**src/rtl/mem_arbiter.sv**
```systemverilog
// rtl/mem_arbiter.sv - two-port (data over fetch) arbiter onto one shared memory port with wait timeout.
// Optional statistics counter enabled by defining ARB_STATS_EN.
module mem_arbiter #(
    parameter int unsigned TIMEOUT = 255
) (
    input  logic        clk,
    input  logic        rst,
    input  logic        cpu_en,
    input  logic        if_req,
    input  logic [31:0] if_addr,
    output logic [31:0] if_data,
    output logic        if_ack,
    input  logic        d_ren,
    input  logic        d_wen,
    input  logic [31:0] d_addr,
    input  logic [31:0] d_wdata,
    output logic [31:0] d_rdata,
    output logic        d_ack,
    output logic        mem_cs,
    output logic        mem_we,
    output logic [31:0] mem_addr,
    output logic [31:0] mem_dout,
    input  logic [31:0] mem_din,
    input  logic        mem_ack,
    output logic        stall_if,
    output logic        stall_mem,
    output logic        bus_err,
    output logic [15:0] conflict_cnt
);

    typedef enum logic [1:0] {
        IDLE   = 2'd0,
        BUSY_D = 2'd1,
        BUSY_I = 2'd2
    } state_t;

    localparam logic [7:0] WAIT_LAST = 8'(TIMEOUT - 1);

    state_t     state;
    state_t     state_next;
    logic [7:0] wait_cnt;
    logic       busy;
    logic       timed_out;
    logic       done;
    logic       arb_ok;
    logic       d_req;
    logic       d_pend;
    logic       i_pend;
    logic       grant_d;
    logic       grant_i;

    // A completing port is masked both on its finishing edge and in its ack
    // cycle, so the other port can be granted back-to-back without duplicates.
    always_comb begin
        state_next = state;
        busy       = (state != IDLE);
        d_req      = d_ren | d_wen;
        timed_out  = busy & ~mem_ack & (wait_cnt == WAIT_LAST);
        done       = busy & (mem_ack | timed_out);
        d_pend     = d_req & ~d_ack & (state != BUSY_D);
        i_pend     = if_req & ~if_ack & (state != BUSY_I);
        arb_ok     = (state == IDLE) | done;
        grant_d    = arb_ok & cpu_en & d_pend;
        grant_i    = arb_ok & cpu_en & i_pend & ~d_pend;
        if (grant_d) begin
            state_next = BUSY_D;
        end else if (grant_i) begin
            state_next = BUSY_I;
        end else if (done) begin
            state_next = IDLE;
        end
    end

    always_ff @(posedge clk or negedge rst) begin
        if (!rst) begin
            state <= IDLE;
        end else begin
            state <= state_next;
        end
    end

    always_ff @(posedge clk or negedge rst) begin
        if (!rst) begin
            mem_we   <= 1'b0;
            mem_addr <= 32'h0;
            mem_dout <= 32'h0;
            if_data  <= 32'h0;
            d_rdata  <= 32'h0;
            if_ack   <= 1'b0;
            d_ack    <= 1'b0;
            bus_err  <= 1'b0;
            wait_cnt <= 8'h0;
        end else begin
            d_ack  <= done & (state == BUSY_D);
            if_ack <= done & (state == BUSY_I);
            if (done && state == BUSY_D && !mem_we) begin
                d_rdata <= mem_ack ? mem_din : 32'hFFFF_FFFF;
            end
            if (done && state == BUSY_I) begin
                if_data <= mem_ack ? mem_din : 32'hFFFF_FFFF;
            end
            if (timed_out) begin
                bus_err <= 1'b1;
            end
            if (grant_d) begin
                mem_addr <= d_addr;
                mem_we   <= d_wen;
                if (d_wen) begin
                    mem_dout <= d_wdata;
                end
                wait_cnt <= 8'h0;
            end else if (grant_i) begin
                mem_addr <= if_addr;
                mem_we   <= 1'b0;
                wait_cnt <= 8'h0;
            end else begin
                if (done) begin
                    mem_we <= 1'b0;
                end
                if (busy && !mem_ack) begin
                    wait_cnt <= wait_cnt + 8'd1;
                end
            end
        end
    end

`ifdef ARB_STATS_EN
    logic [15:0] conflict_q;

    always_ff @(posedge clk or negedge rst) begin
        if (!rst) begin
            conflict_q <= 16'h0;
        end else if ((grant_d | grant_i) && d_pend && i_pend && conflict_q != 16'hFFFF) begin
            conflict_q <= conflict_q + 16'd1;
        end
    end

    assign conflict_cnt = conflict_q;
`else
    assign conflict_cnt = 16'h0;
`endif

    assign mem_cs    = (state != IDLE);
    assign stall_if  = if_req & ~if_ack;
    assign stall_mem = (d_ren | d_wen) & ~d_ack;

endmodule

```
**config.mk**
```make
export PLATFORM = sky130hd
export DESIGN_NAME = mem_arbiter
export DESIGN_NICKNAME = d
export VERILOG_FILES = /design/src/rtl/mem_arbiter.sv
export SDC_FILE = /design/constraint.sdc
export NUM_CORES = 1
export LEC_CHECK = 0
export ABC_AREA = 1
export BUFFER_PORTS_ARGS = -buffer_cell sky130_fd_sc_hd__buf_2
export CAP_MARGIN = 20
export CORE_MARGIN = 2
export CORE_UTILIZATION = 50
export DETAILED_ROUTE_END_ITERATION = 8
export GPL_TIMING_DRIVEN = 0
export PLACE_DENSITY_LB_ADDON = 0.2
export SLEW_MARGIN = 30
export SYNTH_ARGS = -nofsm -noshare
export SYNTH_HDL_FRONTEND = slang
export SYNTH_SLANG_ARGS = --single-unit
```
**constraint.sdc**
```tcl
create_clock -name clk -period 5.65 [get_ports clk]
set_clock_uncertainty 0.2 [all_clocks]
set_input_delay 1.13 -clock clk [delete_from_list [all_inputs] [get_ports clk]]
set_output_delay 1.13 -clock clk [all_outputs]
set_load 0.01 [all_outputs]
```
-- Word level (Yosys, flattened, before mapping)
Cells that the tools add are included.
- $add $sub $neg: 1
- equal/unequal tests: 5
- bitwise logic cells: 20
- reduce and logical (&&, ||, !) cells: 12
- multiplexer cells: 12
- operator list (cell ; count):
    2-to-1 mux 32 bit ; 3
    2-to-1 mux 8 bit ; 3
    bitwise AND 1 bit ; 13
    adder 8 x 1 -> 8 bit (second input constant) ; 1
    == test 8 bit (second input constant) ; 1
    2-to-1 mux 2 bit ; 3
    nonzero test 3 bit ; 2
    logical AND 1 bit ; 4
    NOT 1 bit ; 4
    nonzero test 2 bit ; 2
    2-to-1 mux 1 bit ; 3
    OR 1 bit ; 3
    == test 2 x 1 -> 1 bit (second input constant) ; 1
    == test 2 bit (second input constant) ; 1
    zero test 1 bit ; 2
    zero test 2 bit ; 1
    inequality test 2 x 1 -> 1 bit (second input constant) ; 1
    inequality test 2 bit (second input constant) ; 1
    AND reduction 2 bit ; 1
- word-level logic and storage cells: 60
- output and inout bits: 151
- register bits: 142
- input bits: 135

-- Depth between registers and ports, before layout
Gate-level depths: netlist of the first run.
- depth in word-level cells: 11
- depth in mapped cells: 11
- gate-level depth less buffers: 10

-- Least setup slack after synthesis of the first run
Ideal clock, no wire load.
- path type: input port to output port
- start: input d_ren
- end: output stall_mem
- stages: 4
- arrival time: 1.337 ns
- path slack: 2.983 ns
- required time: 4.320 ns
- cells stage by stage: inv_1 > nand2_1 > nand2_1 > inv_1
- longest elaborated chain between the ends: 2
- RTL lines (what ; RTL line ; text):
    start, declared ; 13 ; input logic d_ren,
    OR 1 bit ; 145 ; assign stall_mem = (d_ren | d_wen) & ~d_ack;
    bitwise AND 1 bit ; 145 ;
    end, declared ; 26 ; output logic stall_mem,
Every way passes these cells.

-- Worst setup path after layout of the first run
- start: input d_wen
- end: output stall_mem
- longest elaborated chain between the ends: 2
- RTL lines (what ; RTL line ; text):
    start, declared ; 14 ; input logic d_wen,
    OR 1 bit ; 145 ;
    bitwise AND 1 bit ; 145 ;
Every way passes these cells.

==> impl_metrics.yaml, run 1 <==
die:
  core_area_um2: 12520
  fp-row-count: 41
  pin_count: 286
  die_h_um: 116.9
  start_util_pct: 50.96
  dieArea_um2: 13680
  chipWidth_um: 116.9
min_path:
  worstHoldPathType: "reg -> reg"
  min_from: "mem_addr[31]"
  min_to: "mem_addr[31]"
  hold_path_depth: 2
clock_network:
  clock-sinks: 142
  max-clock-path-buffers: 2
  cts_hold_repair.buffers: 0
  numCtsBuffers: 17
  cts-resized-gates: 0
  cts.clk_slew.worst_paths_ps: 50
  h-tree-depth: 4
  clk_latency_ps: 420
  cts-root-buf: "clkbuf_16"
  cts_setup_buffers: 0
  cts_tree: "yes"
sta:
  fin_tns_setup_ps: 0
  final_hold_viol_count: 0
  slew_viol_final: 0
  grt_setup_unrepaired: "no"
  finalCritPeriodShare_pct: 51.48
  fin_crit_ps: 2908
  max_freq_ghz: 0.3438
  setup_violations: 0
  relSlewSlack_pct: 59.82
  tightestPinTransition_ps: 602.7
power:
  ir_drop_v: 0.0003127
  power.density_nw_per_um2: 539.1
  p_leak_nw: 5.073
  p_total_mw: 4.678
worst_setup_path:
  critPathKind: "in -> out"
  crit_path_end_kind: "output pin"
  path_cells: "buf_2 > inv_1 > nand2_1 > nand2_1 > inv_1 > buf_2"
  worstReg2RegEnd: "d_rdata[21]"
  cp_max_fo: 2
  cp.required_ps: 4320
  cp_slowest_cell: "buf_2"
  cp.arrival_ps: 1580
  rr_worst_depth: 10
  reg2reg_setup_slack_ps: 3530
  slowest_delay_ps: 130
  r2r-start: "wait_cnt[0]"
  cp-start-kind: "primary input"
routing:
  drt_pass1_iterations: 4
  drt_iter0_drc: 358
  final_antenna_net_count: 0
  wl_per_cell_um: 13.89
  drt-total-wl_um: 17420
  viasPerCell: 4.881
  drc: 0
  dr_total_vias: 6121
logic_synthesis:
  synth_edf_count: 0
  yosysWarnings: 0
  synthMuxAreaShare_pct: 0
  synthFlopType: "dfrtp_1"
  synth-seq-cells: 142
  ys_seq_area_share_pct: 55.71
  synth.most_common_cell: "nand2_1"
  synth_top_family_by_area: "simple AND/OR/NAND/NOR gates"
  syn-instance-count: 766
  syn_area_per_cell_um2: 8.327
  syn_area_um2: 6379
  synthXorXnorAreaFrac_pct: 0.8239
  ys_types: 30
  synth_area_leaders: "dfrtp_1, nand2_1, inv_1"
  yosysTopAreaCell: "dfrtp_1"
  yosys.area_share.simple_pct: 27.34
  synth_compound_area_share_pct: 5.375
  async_flop_share_pct: 100.0
  synthTopCellsByCount: "nand2_1, dfrtp_1, inv_1, o21ai_0, nor2_1"
  synthDominantCellAreaShare_pct: 55.71
  synth_fa_ha_area_share_pct: 0.3923
grt:
  grt_overflow: 0
  grt_max_degree: 55
  antenna_found_initial: 0
  grt_use_total_pct: 26.24
  grt_pass1_wl_um: 27660
  grt_pass1_vias: 5777
finish:
  post_route_cells_drive_above_1_share_pct: 33.18
  fin_area_um2: 8677
  antennaDiodeCount: 0
  synthToLayoutAreaGrowth_pct: 36.03
  layout.nets: 1207
flow_run:
  cap_violations: 0
placed_design:
  place_congestion: 0.8196
  hpwl_um: 12960
  dpl-instance-area_um2: 8056
  port_buffers: 268
outcome:
  status: "finished, final reports clean"
## worst max path at each step
stage,from,endpoint,slack (ps),cells past startpoint
after floorplan,d_ren,stall_mem,2980,4
after global placement,rst,mem_dout[3],1250,1
after detailed placement,d_wen,stall_mem,2750,6
after CTS,d_wen,stall_mem,2740,6
after global routing,d_wen,stall_mem,2680,6
final,d_wen,stall_mem,2740,6
## layout by cell type, fill, tap and decap left out, types with 3 or more instances in the layout
| cell type | count |
|---|---|
| buf_4 | 23 |
| inv_2 | 3 |
| o21ai_1 | 7 |
| nor2_1 | 46 |
| clkbuf_1 | 14 |
| bufinv_16 | 4 |
| o21ai_0 | 58 |
| xor2_1 | 4 |
| nand3_1 | 37 |
| clkbuf_16 | 17 |
| clkinvlp_4 | 3 |
| buf_2 | 284 |
| clkinv_2 | 5 |
| dfrtp_1 | 142 |
| inv_1 | 81 |
| nand4_1 | 34 |
| nand2_1 | 277 |
| conb_1 | 16 |
## stage by stage
stage / std cells / setup WS (ps) / util (%) / hold slack (ps)
2_1_floorplan: 781 / 2983 / - / 300.6
3_3_place_gp: 1221 / 1254 / 63.84 / 241.4
3_5_place_dp: 1223 / 2747 / 64.36 / 258.3
4_1_cts: 1254 / 2735 / 69.32 / 276.1
5_1_grt: 1254 / 2681 / 69.32 / 287.6
6_report: 1254 / 2742 / 69.32 / 274.7
## registers in the layout, summed over array words and instances (netlist names)
name,cells
if_ack,1
wait_cnt,8
if_data,32
bus_err,1
d_rdata,32
d_ack,1
mem_dout,32
mem_addr,32
mem_we,1
state,2
## cell families (layout without fill, tap and decap cells)
group / Yosys count / in the layout
AOI/OAI and AO/OA: 67 / 67
xor gates and xnor gates: 6 / 6
adders and majority gates: 2 / 2
buffers and inverters: 142 / 443
DFF: 142 / 142
other: 1 / 16
and+or+nand+nor: 406 / 406
## critical path: cells and delay by family
kind	cells	cell delay [ps]
buffers and inverters	4	330
AND/OR/NAND/NOR	2	120
## area by class of cell
type | count | area [um2]
flip-flops and latches | 142 | 3553
multi-input cells | 497 | 2225
repair buffers | 270 | 1406
well taps | 172 | 215.2
inverters | 84 | 315.3
clock inverters | 12 | 167.7
clock buffers | 19 | 452.9
plain buffers | 58 | 341.6
fillers | 1085 | 3840
## per-layer routing
metal,up-vias,global-route usage (%),wire length (um)
met4,0,11.14,466
li1,2963,-,-
met2,248,42.50,8430
met1,2867,32.90,7163
met5,-,0,0
met3,43,7.981,1361
## report_power, final
group          leakage, nW  internal [mW]  switching, mW
Combinational         3.03          0.691           1.06
Sequential            1.75           1.49          0.260
Clock                0.300          0.754          0.416
Power figures use the tool's default switching activity.
==> run 2, diff against run 1 <==
Settings changed: CORE_UTILIZATION 50 to 43.
Clock period 5.65 ns to 2.4 ns, I/O delays scaled along.
==> run 2 against run 1 <==
  * Global-route usage decreased by 4.1 points
  * Via count decreased by 2.8%
  * Non-clock buffer count unchanged
  * Flip-flop and latch count unchanged
  * Count of clock-buffer cells in the layout decreased by 2
  * First-iteration DRC count decreased by 16%
  * Final cell count increased by 0.96%
==> impl_metrics.yaml, run 2 (synthesis results as in run 1) <==
finish:
  seqCellArea_um2: 3553
  fin_area_um2: 8625
  multi_input_area_um2: 2225
  antennaDiodeCount: 0
  utilization_pct: 59.34
  final_common_cell: "buf_2"
  instances_no_fill: 1266
  layout.nets: 1207
  layout_common_cells: "buf_2, nand2_1, dfrtp_1"
  synthToLayoutAreaGrowth_pct: 35.21
  post_route_cells_drive_above_1_share_pct: 33.09
  fillerInstances: 1403
grt:
  grt_use_met2_pct: 35.33
  busiest_layer: "met2"
  grt_overflow: 0
  grtUsageMet1_pct: 28.36
  antenna_found_initial: 0
  grt_use_total_pct: 22.13
  grt_pass1_wl_um: 28010
  grtUsageMet3_pct: 6.372
  grt_pass1_vias: 5738
  grt_max_degree: 85
clock_network:
  clk_latency_ps: 420
  numCtsBuffers: 17
  clock-sinks: 142
  cts_hold_repair.buffers: 1
  cts_setup_buffers: 0
  cts_tree: "yes"
  cts-root-buf: "clkbuf_16"
  max-clock-path-buffers: 2
  h-tree-depth: 4
  cts-resized-gates: 0
  cts.clk_slew.worst_paths_ps: 60
worst_setup_path:
  cp-start-kind: "flip-flop"
  cp.required_ps: 2480
  reg2reg_setup_slack_ps: 280
  rr_worst_depth: 10
  cp.arrival_ps: 2200
  r2r-start: "wait_cnt[0]"
  slowest_delay_ps: 410
  cp_max_fo: 10
  cp_slowest_cell: "dfrtp_1"
  critPathKind: "reg -> reg"
  crit_path_end_kind: "flip-flop"
  path_cells: "inv_1 > ha_1 > inv_1 > nor2_1 > nand3_2 > nand2_2 > nand3b_4 > clkbuf_1 > nand2_1 > o21ai_0"
  cpMostUsedCell: "inv_1"
  worstReg2RegEnd: "d_rdata[24]"
sta:
  fin_crit_ps: 2117
  finalCritPeriodShare_pct: 88.22
  tightestPinTransition_ps: 625.0
  slew_viol_final: 0
  max_freq_ghz: 0.4723
  setup_violations: 0
  final_hold_viol_count: 0
  relSlewSlack_pct: 58.33
  grt_setup_unrepaired: "no"
power:
  p_leak_nw: 5.035
  power.density_nw_per_um2: 1244
  ir_drop_v: 0.0005809
routing:
  drt_pass1_iterations: 4
  wl_per_cell_um: 13.53
  dr_total_vias: 5951
  drc: 0
  drt-total-wl_um: 17130
  drt_iter0_drc: 301
  viasPerCell: 4.701
  final_antenna_net_count: 0
die:
  die_h_um: 125.8
  fp-row-count: 44
  dieArea_um2: 15820
  chipWidth_um: 125.8
  core_area_um2: 14530
  pin_count: 286
  start_util_pct: 43.89
placed_design:
  port_buffers: 268
  dp.cells: 1234
  place_congestion: 0.7939
  hpwl_um: 12760
  dpl-instance-area_um2: 8044
min_path:
  worstHoldPathType: "in -> reg"
  hold_path_depth: 3
  min_to: "mem_dout[7]"
  min_from: "d_wdata[7]"
flow_run:
  cap_violations: 0
outcome:
  status: "finished, final reports clean"
==> run 2: worst max-delay path by stage <==
stage | startpoint | endpoint | depth (start not counted) | slack, ps
floorplan | wait_cnt[0] | mem_dout[10] | 10 | 620
global placement | rst | d_rdata[6] | 1 | -1420
detailed placement | wait_cnt[0] | mem_dout[6] | 10 | 290
CTS | wait_cnt[0] | d_rdata[30] | 10 | 270
global route | wait_cnt[0] | d_rdata[23] | 10 | 60
finish | wait_cnt[0] | d_rdata[24] | 10 | 280
==> run 2: where the power goes <==
group | internal, mW | switching, mW | leakage [nW] | total [mW]
clock network | 1.52 | 1.02 | 0.271 | 2.54
registers | 3.51 | 0.591 | 1.75 | 4.10
logic | 1.62 | 2.47 | 3.02 | 4.09
==> run 2: critical path, delay by kind of cell, from the launching register on <==
kind / cells / cell delay [ps]
flops: 1 / 410
simple gates: 5 / 700
fa+ha+maj: 1 / 160
buf+inv: 3 / 420
compound gates: 1 / 80
==> run 2: layout make-up <==
class / count / area share [%]
multi-input combinational: 497 / 25.79
clock buffer: 17 / 4.933
clock inverter: 14 / 1.683
buffer: 58 / 3.961
timing repair buffer: 270 / 16.10
sequential: 142 / 41.20
tap: 184 / 2.669
inverter: 84 / 3.656
==> run 2: per-stage QoR <==
| step | power (mW) | setup TNS [ps] | setup WS, ps | hold WS (ps) |
|---|---|---|---|---|
| floorplan | 6.400 | 0 | 623.9 | -15.59 |
| global placement | 8.163 | -200320 | -1424 | 244.2 |
| detailed placement | 8.258 | 0 | 291.7 | 235.6 |
| CTS | 10.84 | 0 | 273.6 | 33.59 |
| global route | 11.56 | 0 | 62.79 | 35.33 |
| finish | 10.73 | 0 | 282.8 | 54.88 |
==> run 2: metal layers <==
| metal | share of wire (%) | up-vias |
|---|---|---|
| met5 | 0 | - |
| met4 | 2.7 | 0 |
| met3 | 7.2 | 33 |
| met2 | 47 | 223 |
| met1 | 43 | 2726 |
| li1 | - | 2969 |
